===== config.mk =====
export PLATFORM = sky130hd
export DESIGN_NAME = sha_work_feeder_flat
export DESIGN_NICKNAME = d
export VERILOG_FILES = /design/src/rtl/sha_work_feeder_if.sv /design/src/rtl/sha_work_feeder.sv /design/src/flat_wrapper.sv
export SDC_FILE = /design/constraint.sdc
export NUM_CORES = 2
export LEC_CHECK = 0
export ABC_AREA = 1
export BUFFER_PORTS_ARGS = -buffer_cell sky130_fd_sc_hd__buf_2
export CAP_MARGIN = 15
export CORE_AREA = 2 2 521 523
export DETAILED_ROUTE_END_ITERATION = 16
export DIE_AREA = 0 0 523 525
export PLACE_DENSITY = 0.32
export SLEW_MARGIN = 10
export SYNTH_ARGS = -nofsm -noshare
export SYNTH_HDL_FRONTEND = slang
export SYNTH_SLANG_ARGS = --single-unit

===== constraint.sdc =====
create_clock -name CLK -period 5.3 [get_ports CLK]
set_input_delay 1.06 -clock CLK [delete_from_list [all_inputs] [get_ports CLK]]
set_output_delay 1.06 -clock CLK [all_outputs]
set_load 0.03 [all_outputs]

===== src/rtl/sha_work_feeder_if.sv =====
// Work-unit and hasher-issue bus between the host controller, sha_work_feeder and sha_hasher.
// The host side is the master; the feeder is the slave.
interface sha_work_feeder_if;
  logic         load;
  logic         abort;
  logic         hold;
  logic [255:0] digest_initial_in;
  logic [255:0] digest_mid_in;
  logic [31:0]  merkle_in;
  logic [31:0]  time_in;
  logic [31:0]  target_in;
  logic [31:0]  nonce_start;
  logic [31:0]  nonce_end;
  logic         write_en;
  logic [255:0] digest_intial;
  logic [255:0] digest_out;
  logic [31:0]  merkle_out;
  logic [31:0]  time_out;
  logic [31:0]  target_out;
  logic [31:0]  nonce_out;
  logic         busy;
  logic         done;

  modport master (
    output load, abort, hold, digest_initial_in, digest_mid_in, merkle_in,
           time_in, target_in, nonce_start, nonce_end,
    input  write_en, digest_intial, digest_out, merkle_out, time_out,
           target_out, nonce_out, busy, done
  );

  modport slave (
    input  load, abort, hold, digest_initial_in, digest_mid_in, merkle_in,
           time_in, target_in, nonce_start, nonce_end,
    output write_en, digest_intial, digest_out, merkle_out, time_out,
           target_out, nonce_out, busy, done
  );
endinterface


===== src/rtl/sha_work_feeder.sv =====
// Latches one mining work unit and issues one nonce per cycle to sha_hasher,
// optionally rolling ntime over the range before signalling completion.
module sha_work_feeder #(
  parameter int unsigned NONCE_STEP = 1,
  parameter int unsigned MAX_ROLL   = 0
) (
  input logic               CLK,
  input logic               RST,
  sha_work_feeder_if.slave  bus
);

  typedef enum logic {
    IDLE = 1'b0,
    RUN  = 1'b1
  } state_t;

  state_t       state_q;
  logic         write_en_q;
  logic         done_q;
  logic         busy_q;
  logic [255:0] dinit_q;
  logic [255:0] dmid_q;
  logic [31:0]  merkle_q;
  logic [31:0]  target_q;
  logic [31:0]  time_q;
  logic [31:0]  nonce_q;
  logic [31:0]  start_q;
  logic [31:0]  end_q;
  logic [31:0]  nxt_nonce_q;
  logic [31:0]  nxt_time_q;
  logic [31:0]  rolls_left_q;
  logic         last_q;

  logic [32:0]  sum_d;
  logic         exhausted_d;

  // Bit 32 of the sum catches a wrap so a low nonce is never reissued.
  assign sum_d       = {1'b0, nxt_nonce_q} + {1'b0, NONCE_STEP[31:0]};
  assign exhausted_d = sum_d[32] | (sum_d[31:0] > end_q);

  // Job control and issue sequencing; every output comes straight from a register here.
  always_ff @(posedge CLK) begin
    if (RST) begin
      state_q      <= IDLE;
      write_en_q   <= 1'b0;
      done_q       <= 1'b0;
      busy_q       <= 1'b0;
      dinit_q      <= 256'd0;
      dmid_q       <= 256'd0;
      merkle_q     <= 32'd0;
      target_q     <= 32'd0;
      time_q       <= 32'd0;
      nonce_q      <= 32'd0;
      start_q      <= 32'd0;
      end_q        <= 32'd0;
      nxt_nonce_q  <= 32'd0;
      nxt_time_q   <= 32'd0;
      rolls_left_q <= 32'd0;
      last_q       <= 1'b0;
    end else begin
      write_en_q <= 1'b0;
      done_q     <= 1'b0;
      if (bus.load) begin
        dinit_q      <= bus.digest_initial_in;
        dmid_q       <= bus.digest_mid_in;
        merkle_q     <= bus.merkle_in;
        target_q     <= bus.target_in;
        time_q       <= bus.time_in;
        nonce_q      <= bus.nonce_start;
        start_q      <= bus.nonce_start;
        end_q        <= bus.nonce_end;
        nxt_nonce_q  <= bus.nonce_start;
        nxt_time_q   <= bus.time_in;
        rolls_left_q <= MAX_ROLL[31:0];
        last_q       <= 1'b0;
        if (bus.nonce_start > bus.nonce_end) begin
          state_q <= IDLE;
          busy_q  <= 1'b0;
          done_q  <= 1'b1;
        end else begin
          state_q <= RUN;
          busy_q  <= 1'b1;
        end
      end else begin
        case (state_q)
          RUN: begin
            if (bus.abort) begin
              state_q <= IDLE;
              busy_q  <= 1'b0;
              last_q  <= 1'b0;
            end else if (last_q) begin
              state_q <= IDLE;
              busy_q  <= 1'b0;
              done_q  <= 1'b1;
              last_q  <= 1'b0;
            end else if (!bus.hold) begin
              write_en_q <= 1'b1;
              nonce_q    <= nxt_nonce_q;
              time_q     <= nxt_time_q;
              if (!exhausted_d) begin
                nxt_nonce_q <= sum_d[31:0];
              end else if (rolls_left_q != 32'd0) begin
                // Restart the range with the next ntime, back-to-back with no bubble.
                nxt_nonce_q  <= start_q;
                nxt_time_q   <= nxt_time_q + 32'd1;
                rolls_left_q <= rolls_left_q - 32'd1;
              end else begin
                last_q <= 1'b1;
              end
            end
          end
          default: begin
            state_q <= IDLE;
            busy_q  <= 1'b0;
          end
        endcase
      end
    end
  end

  assign bus.write_en      = write_en_q;
  assign bus.done          = done_q;
  assign bus.busy          = busy_q;
  assign bus.digest_intial = dinit_q;
  assign bus.digest_out    = dmid_q;
  assign bus.merkle_out    = merkle_q;
  assign bus.target_out    = target_q;
  assign bus.time_out      = time_q;
  assign bus.nonce_out     = nonce_q;

endmodule

===== src/flat_wrapper.sv =====
// flat-port wrapper written by rule: the top's interface ports become plain ports
module sha_work_feeder_flat 
#(
  parameter int unsigned NONCE_STEP = 1,
  parameter int unsigned MAX_ROLL   = 0
)
  (CLK, RST, bus_load, bus_abort, bus_hold, bus_digest_initial_in, bus_digest_mid_in, bus_merkle_in, bus_time_in, bus_target_in, bus_nonce_start, bus_nonce_end, bus_write_en, bus_digest_intial, bus_digest_out, bus_merkle_out, bus_time_out, bus_target_out, bus_nonce_out, bus_busy, bus_done);
  sha_work_feeder_if bus_i ();
  input logic CLK;
  input logic RST;
  input wire logic [$bits(bus_i.load)-1:0] bus_load;
  input wire logic [$bits(bus_i.abort)-1:0] bus_abort;
  input wire logic [$bits(bus_i.hold)-1:0] bus_hold;
  input wire logic [$bits(bus_i.digest_initial_in)-1:0] bus_digest_initial_in;
  input wire logic [$bits(bus_i.digest_mid_in)-1:0] bus_digest_mid_in;
  input wire logic [$bits(bus_i.merkle_in)-1:0] bus_merkle_in;
  input wire logic [$bits(bus_i.time_in)-1:0] bus_time_in;
  input wire logic [$bits(bus_i.target_in)-1:0] bus_target_in;
  input wire logic [$bits(bus_i.nonce_start)-1:0] bus_nonce_start;
  input wire logic [$bits(bus_i.nonce_end)-1:0] bus_nonce_end;
  output wire logic [$bits(bus_i.write_en)-1:0] bus_write_en;
  output wire logic [$bits(bus_i.digest_intial)-1:0] bus_digest_intial;
  output wire logic [$bits(bus_i.digest_out)-1:0] bus_digest_out;
  output wire logic [$bits(bus_i.merkle_out)-1:0] bus_merkle_out;
  output wire logic [$bits(bus_i.time_out)-1:0] bus_time_out;
  output wire logic [$bits(bus_i.target_out)-1:0] bus_target_out;
  output wire logic [$bits(bus_i.nonce_out)-1:0] bus_nonce_out;
  output wire logic [$bits(bus_i.busy)-1:0] bus_busy;
  output wire logic [$bits(bus_i.done)-1:0] bus_done;
  assign bus_i.load = bus_load;
  assign bus_i.abort = bus_abort;
  assign bus_i.hold = bus_hold;
  assign bus_i.digest_initial_in = bus_digest_initial_in;
  assign bus_i.digest_mid_in = bus_digest_mid_in;
  assign bus_i.merkle_in = bus_merkle_in;
  assign bus_i.time_in = bus_time_in;
  assign bus_i.target_in = bus_target_in;
  assign bus_i.nonce_start = bus_nonce_start;
  assign bus_i.nonce_end = bus_nonce_end;
  assign bus_write_en = bus_i.write_en;
  assign bus_digest_intial = bus_i.digest_intial;
  assign bus_digest_out = bus_i.digest_out;
  assign bus_merkle_out = bus_i.merkle_out;
  assign bus_time_out = bus_i.time_out;
  assign bus_target_out = bus_i.target_out;
  assign bus_nonce_out = bus_i.nonce_out;
  assign bus_busy = bus_i.busy;
  assign bus_done = bus_i.done;
  sha_work_feeder #(.NONCE_STEP(NONCE_STEP), .MAX_ROLL(MAX_ROLL)) u_core (.CLK(CLK), .RST(RST), .bus(bus_i));
endmodule

# Word-level counts from Yosys, hierarchy flattened
# Index checks and enable logic that the tools add are counted.
# Widths: inputs -> output; s select.
[classes] n_addsub=3 n_reduce_logical=10 n_eq_ne=5 bitwise_logic=5 n_mux=44 n_lt_le_gt_ge=2
[op_table] operator="$mux 32" n=24
[op_table] operator="$gt 32x32->1" n=2
[op_table] operator="$add 32x1->33 const B" n=1
[op_table] operator="$add 32x1->32 const B" n=1
[op_table] operator="$reduce_bool 32->1" n=1
[op_table] operator="$sub 32x1->32 const B" n=1
[op_table] operator="$mux 1" n=20
[op_table] operator="$reduce_and 6->1" n=2
[op_table] operator="$ne 2x2->1 const B" n=3
[op_table] operator="$reduce_bool 2->1" n=3
[op_table] operator="$reduce_and 5->1" n=1
[op_table] operator="$reduce_or 5->1" n=1
[op_table] operator="$ne 4x4->1 const B" n=1
[op_table] operator="$not 1->1" n=4
[op_table] operator="$reduce_and 4->1" n=1
[op_table] operator="$ne 3x3->1 const B" n=1
[op_table] operator="$reduce_or 2->1" n=1
[op_table] operator="$or 1x1->1" n=1
[totals] inputBits=677 word_cells=85 reg_bits=805 out_inout_bits=643

# Longest topological paths before layout
[depth] ltp_word=9 depth_mapped=28 ltp_nobuf=27

# Least setup slack after synthesis
# No wires, ideal clock.
[synth_timing] path_kind="reg-to-reg" from="register u_core.nxt_nonce_q[0]" to="register u_core.nxt_nonce_q[2]" synth_period_minus_slack_ps=3219 slack_ps=2081 setup_ps=112 t_arrival_ps=3107 path_stages_with_launch=28 path_buffers=1 t_required_ps=5188 path_cell_list="dfxtp_1 ha_1 nand2_1 nor2_4 nand2_2 nor2_2 nand2_2 nor2_2 inv_2 nor2_4 xor2_2 inv_1 ha_1 nand2_1 inv_1 nand2_1 nand2_1 nand2_1 nand3_1 a21oi_1 nand2_1 nand2_2 buf_1 nand3_1 nand2_1 nor2_1 nor2_1 nor2_1"
[synth_via] elab_chain_cells=9 word_cells_on_any_way=11 cone_classes="add/sub (1); order compare (1); eq/ne (1); mux (6); bitwise (1); reduce/logical (1)"
[synth_lines] element="start, declared" line_no="sha_work_feeder.sv:29" text="logic [31:0] nxt_nonce_q;"
[synth_lines] element="start signal, assigned" line_no="sha_work_feeder.sv:72" text="nxt_nonce_q <= bus.nonce_start;"
[synth_lines] element="start signal, assigned" line_no="sha_work_feeder.sv:101" text="nxt_nonce_q <= sum_d[31:0];"
[synth_lines] element="start signal, assigned" line_no="sha_work_feeder.sv:104" text="nxt_nonce_q <= start_q;"
[synth_lines] element="$add 32x1->33 *" line_no="sha_work_feeder.sv:38" text="assign sum_d = {1'b0, nxt_nonce_q} + {1'b0, NONCE_STEP[31:0]};"
[synth_lines] element="$gt 32x32->1" line_no="sha_work_feeder.sv:39" text="assign exhausted_d = sum_d[32] | (sum_d[31:0] > end_q);"
[synth_lines] element="$or 1x1->1" line_no="sha_work_feeder.sv:39"
[synth_lines] element="$mux 32" line_no="sha_work_feeder.sv:100" text="if (!exhausted_d) begin"
[synth_lines] element="$mux 32" line_no="sha_work_feeder.sv:96" text="end else if (!bus.hold) begin"
[synth_lines] element="$mux 32" line_no="sha_work_feeder.sv:91" text="end else if (last_q) begin"
[synth_lines] element="$mux 32" line_no="sha_work_feeder.sv:87" text="if (bus.abort) begin"
[synth_lines] element="$mux 32" line_no="sha_work_feeder.sv:85" text="case (state_q)"
[synth_lines] element="$mux 32" line_no="sha_work_feeder.sv:63" text="if (bus.load) begin"
# Mark *: on every way between the ends. The rest lies on a longest branch, timed or not. The select of a mux whose other input is x is not followed.
# A chain may end at the register's enable or synchronous reset.

# Worst setup path in the final report
[layout_timing] from="register u_core.nxt_nonce_q[0]" to="register u_core.nxt_nonce_q[11]"
# Same word-level chain as after synthesis.

==> qor.txt <==
CP endpoint kind: flop
Port Buffers: 1319
Max Fanout on Critical Path: 37
Worst Tran Pin Value: 1.17 ns
Seq cells post-synth: 805
routing usage on met1: 0.159
cell area after synthesis: 33100 µm²
Worst Path Arrival: 5.34 ns
top cells by area, synth: dfxtp_1 49%, nor2_1 16%, o21ai_0 10%
shortest period the worst path allows: 4.75 ns
Setup-failing EPs final: 0
post-placement cell count: 9240
placer congestion estimate: 0.898
initial core utilization: 0.123
CTS buffer count: 106
area leader, netlist: dfxtp_1
most used flip-flop cell after synthesis: dfxtp_1
core footprint: 269000 µm²
count of cell types in the netlist: 44
Synth Net Count: 5346
reg-to-reg startpoint: u_core.nxt_nonce_q[0]
Final Skew: 0.0451 ns
most common library cells after synthesis: 1431 x nor2_1, 805 x dfxtp_1, 678 x o21ai_0, 530 x nand2_1, 239 x inv_1
routing usage on met3: 0.0567
hold buffer count at CTS: 0
GRT Util Overall: 0.132
Wirelength per Cell: 20.0 µm
setup bufs post-CTS: 0
post-synthesis sequential area ratio: 0.486
hold crit path type: flop to flop
I/O pins: 1320
dpl hpwl: 145 mm
initial DRC count: 1948
die area: 275000 µm²
clock slew at reported path FFs: 0.06 ns
setup TNS: 0 ns
DIE HEIGHT: 525 µm
maximum root-to-sink buffer count: 3
Vias: 35251
Compound-Gate Fraction of Synth Area: 0.135
Slew HR: 0.214
H-tree depth: 3
most frequent cell after synthesis: nor2_1
Max-cap violations: 0
status: complete, no violations
P&R area growth vs syn: 42.6%
FP Rows: 191
Register Area: 16100 µm²
reg2reg path depth: 27
P per Cell Area: 372 nW/µm²
largest net degree at the start of global routing: 168
vias in the first global route: 35121
Post-Layout Cell Count: 9477
Worst setup SP type: flop
Hold Vio Cnt, Final: 0
setup slack, reg-to-reg: 0.55 ns
Post-Route WL: 189 mm
Multi-input gate area: 14900 µm²
Synth Area in XOR/XNOR: 0.0158
global route total overflow: 0
Yosys top cell area share: 0.486
layout cells sized above 1: 0.270
Final period util: 0.896
Slew Viols, Final: 0
syn_area_per_cell: 7.20 µm²
CP endpoint: u_core.nxt_nonce_q[11]
Yosys warnings: 0
Net count, final: 6522
vias per cell: 3.72
clk root buf: clkbuf_16
post_cts resized: 0
RSZ-0062 raised after global routing: false
post-synthesis adder-cell area fraction: 0.0253
grt met2 use: 0.210
critical path type: flop to flop
Total Power: 17600 µW
CTS tree: done
CP startpoint: u_core.nxt_nonce_q[0]
GR peak layer: met2
Synth async-reset ratio: 0
global-route wire length before repair: 265 mm
filler cell count: 31043
later-pin clock latency in the skew report: 0.74 ns
main combinational cell family by area after synthesis: simple AND/OR/NAND/NOR gates
Residual DRC: 0
R2R Path End: u_core.nxt_nonce_q[11]
clk sink count: 805
critical path required time: 5.89 ns
f_max: 211 MHz
die width: 523 µm
Mapped Cells: 4602
Routed Antenna Nets: 0
DRT Pass-1 Iters: 5
Synth Area in Simple Gates: 0.272
EDFF count, synth: 0
initial antenna violation count: 125
mux cell area share after synthesis: 0.00102
VDD IR max: 0.263 mV
Leakage: 0.0221 µW
## where the power goes
| part | leakage, µW | total, µW | internal [µW] | switching, µW |
|---|---|---|---|---|
| clock | 0.00175 | 7460 | 4330 | 3130 |
| combinational | 0.0137 | 3320 | 948 | 2370 |
| sequential | 0.00668 | 6790 | 6500 | 290 |
## layer usage
| metal | part of all wire | up-vias | routed length, µm |
|---|---|---|---|
| met5 | 0.0031 | - | 588 |
| met2 | 0.45 | 1196 | 84700 |
| li1 | - | 17251 | - |
| met4 | 0.030 | 90 | 5730 |
| met3 | 0.099 | 324 | 18800 |
| met1 | 0.42 | 16390 | 79500 |
## final cells by class
class / count / area share
inverter: 250 / 0.0202
antenna: 42 / 0.00223
clock buffer: 159 / 0.0670
clock inverter: 36 / 0.00866
multi-input combinational: 3248 / 0.316
tap: 3570 / 0.0946
sequential: 805 / 0.341
timing repair buffer: 1367 / 0.150
## cells in the final DEF (no fill, tap or decap), types with 23 or more instances in the layout
cell type  netlist  final
buf_2           29   1318
ha_1            67     67
a31oi_1         43     43
nand3_1        131    131
o21ai_0        678    678
clkbuf_16        0    109
buf_4            6     38
clkbuf_8         0     25
nor2_1        1431   1430
clkbuf_1       223     25
inv_1          239    238
dfxtp_1        805    805
a21oi_1        137    137
xor2_1          37     37
nor3_1          23     23
nand4_1         79     79
nand2_1        530    530
diode_2          0     42
## registers in the layout, indices dropped and copies added, names as in the netlist
register / count
u_core.bus.busy: 1
u_core.bus.digest_intial: 256
u_core.bus.digest_out: 256
u_core.bus.done: 1
u_core.bus.merkle_out: 32
u_core.bus.nonce_out: 32
u_core.bus.target_out: 32
u_core.bus.time_out: 32
u_core.bus.write_en: 1
u_core.end_q: 32
u_core.last_q: 1
u_core.nxt_nonce_q: 32
u_core.nxt_time_q: 32
u_core.rolls_left_q: 32
u_core.start_q: 32
u_core.state_q: 1
## critical path, cell delays in order, from the launching register on
cell and delay, ns:
dfxtp_1 0.53, ha_1 0.25, nand2_1 0.12, nor2_4 0.15, nand2_2 0.12, nor2_2 0.22, nand2_2 0.13, nor2_2 0.14
inv_2 0.08, nor2_4 0.11, xor2_2 0.15, inv_1 0.06, ha_1 0.26, nand2_1 0.07, inv_1 0.05, nand2_1 0.06
nand2_1 0.04, nand2_1 0.06, nand3_1 0.07, a21oi_1 0.23, nand2_1 0.10, nand2_2 0.27, nand2_4 0.33, nand2_2 0.20
buf_4 0.43, nand3_1 0.12, nor2_1 0.13, nor2_1 0.05
## per-stage QoR
step	utilization	setup WS, ns	hold slack (ns)	area (µm²)
detailed placement	0.162	0.388	0.465	43500
CTS	0.175	0.364	0.443	47100
global placement	0.162	0.421	0.460	43500
global route	0.175	0.102	0.469	47200
finish	0.175	0.550	0.471	47200
floorplan	-	2.08	0.444	33100
## cell families (layout without fill, tap and decap cells)
group / count (synthesis) / count (layout)
buffers and inverters: 549 / 1812
AO/OA/AOI/OAI: 877 / 877
adder cells (fa/ha/maj): 67 / 67
XOR/XNOR: 59 / 59
AND/OR/NAND/NOR: 2242 / 2242
flip-flops: 805 / 805
multiplexers: 3 / 3
other: 0 / 42
## how the worst min path moves through the flow
stage,start,end,slack (ns),cells after the start
2_1_floorplan,u_core.rolls_left_q[0],u_core.rolls_left_q[0],0.44,2
3_3_place_gp,u_core.start_q[30],u_core.start_q[30],0.46,2
3_5_place_dp,u_core.start_q[11],u_core.start_q[11],0.46,2
4_1_cts,bus_digest_mid_in[243],u_core.bus.digest_out[243],0.44,3
5_1_grt,bus_digest_mid_in[243],u_core.bus.digest_out[243],0.47,3
6_report,u_core.start_q[27],u_core.start_q[27],0.47,2
(Power assumes the default switching activity.)
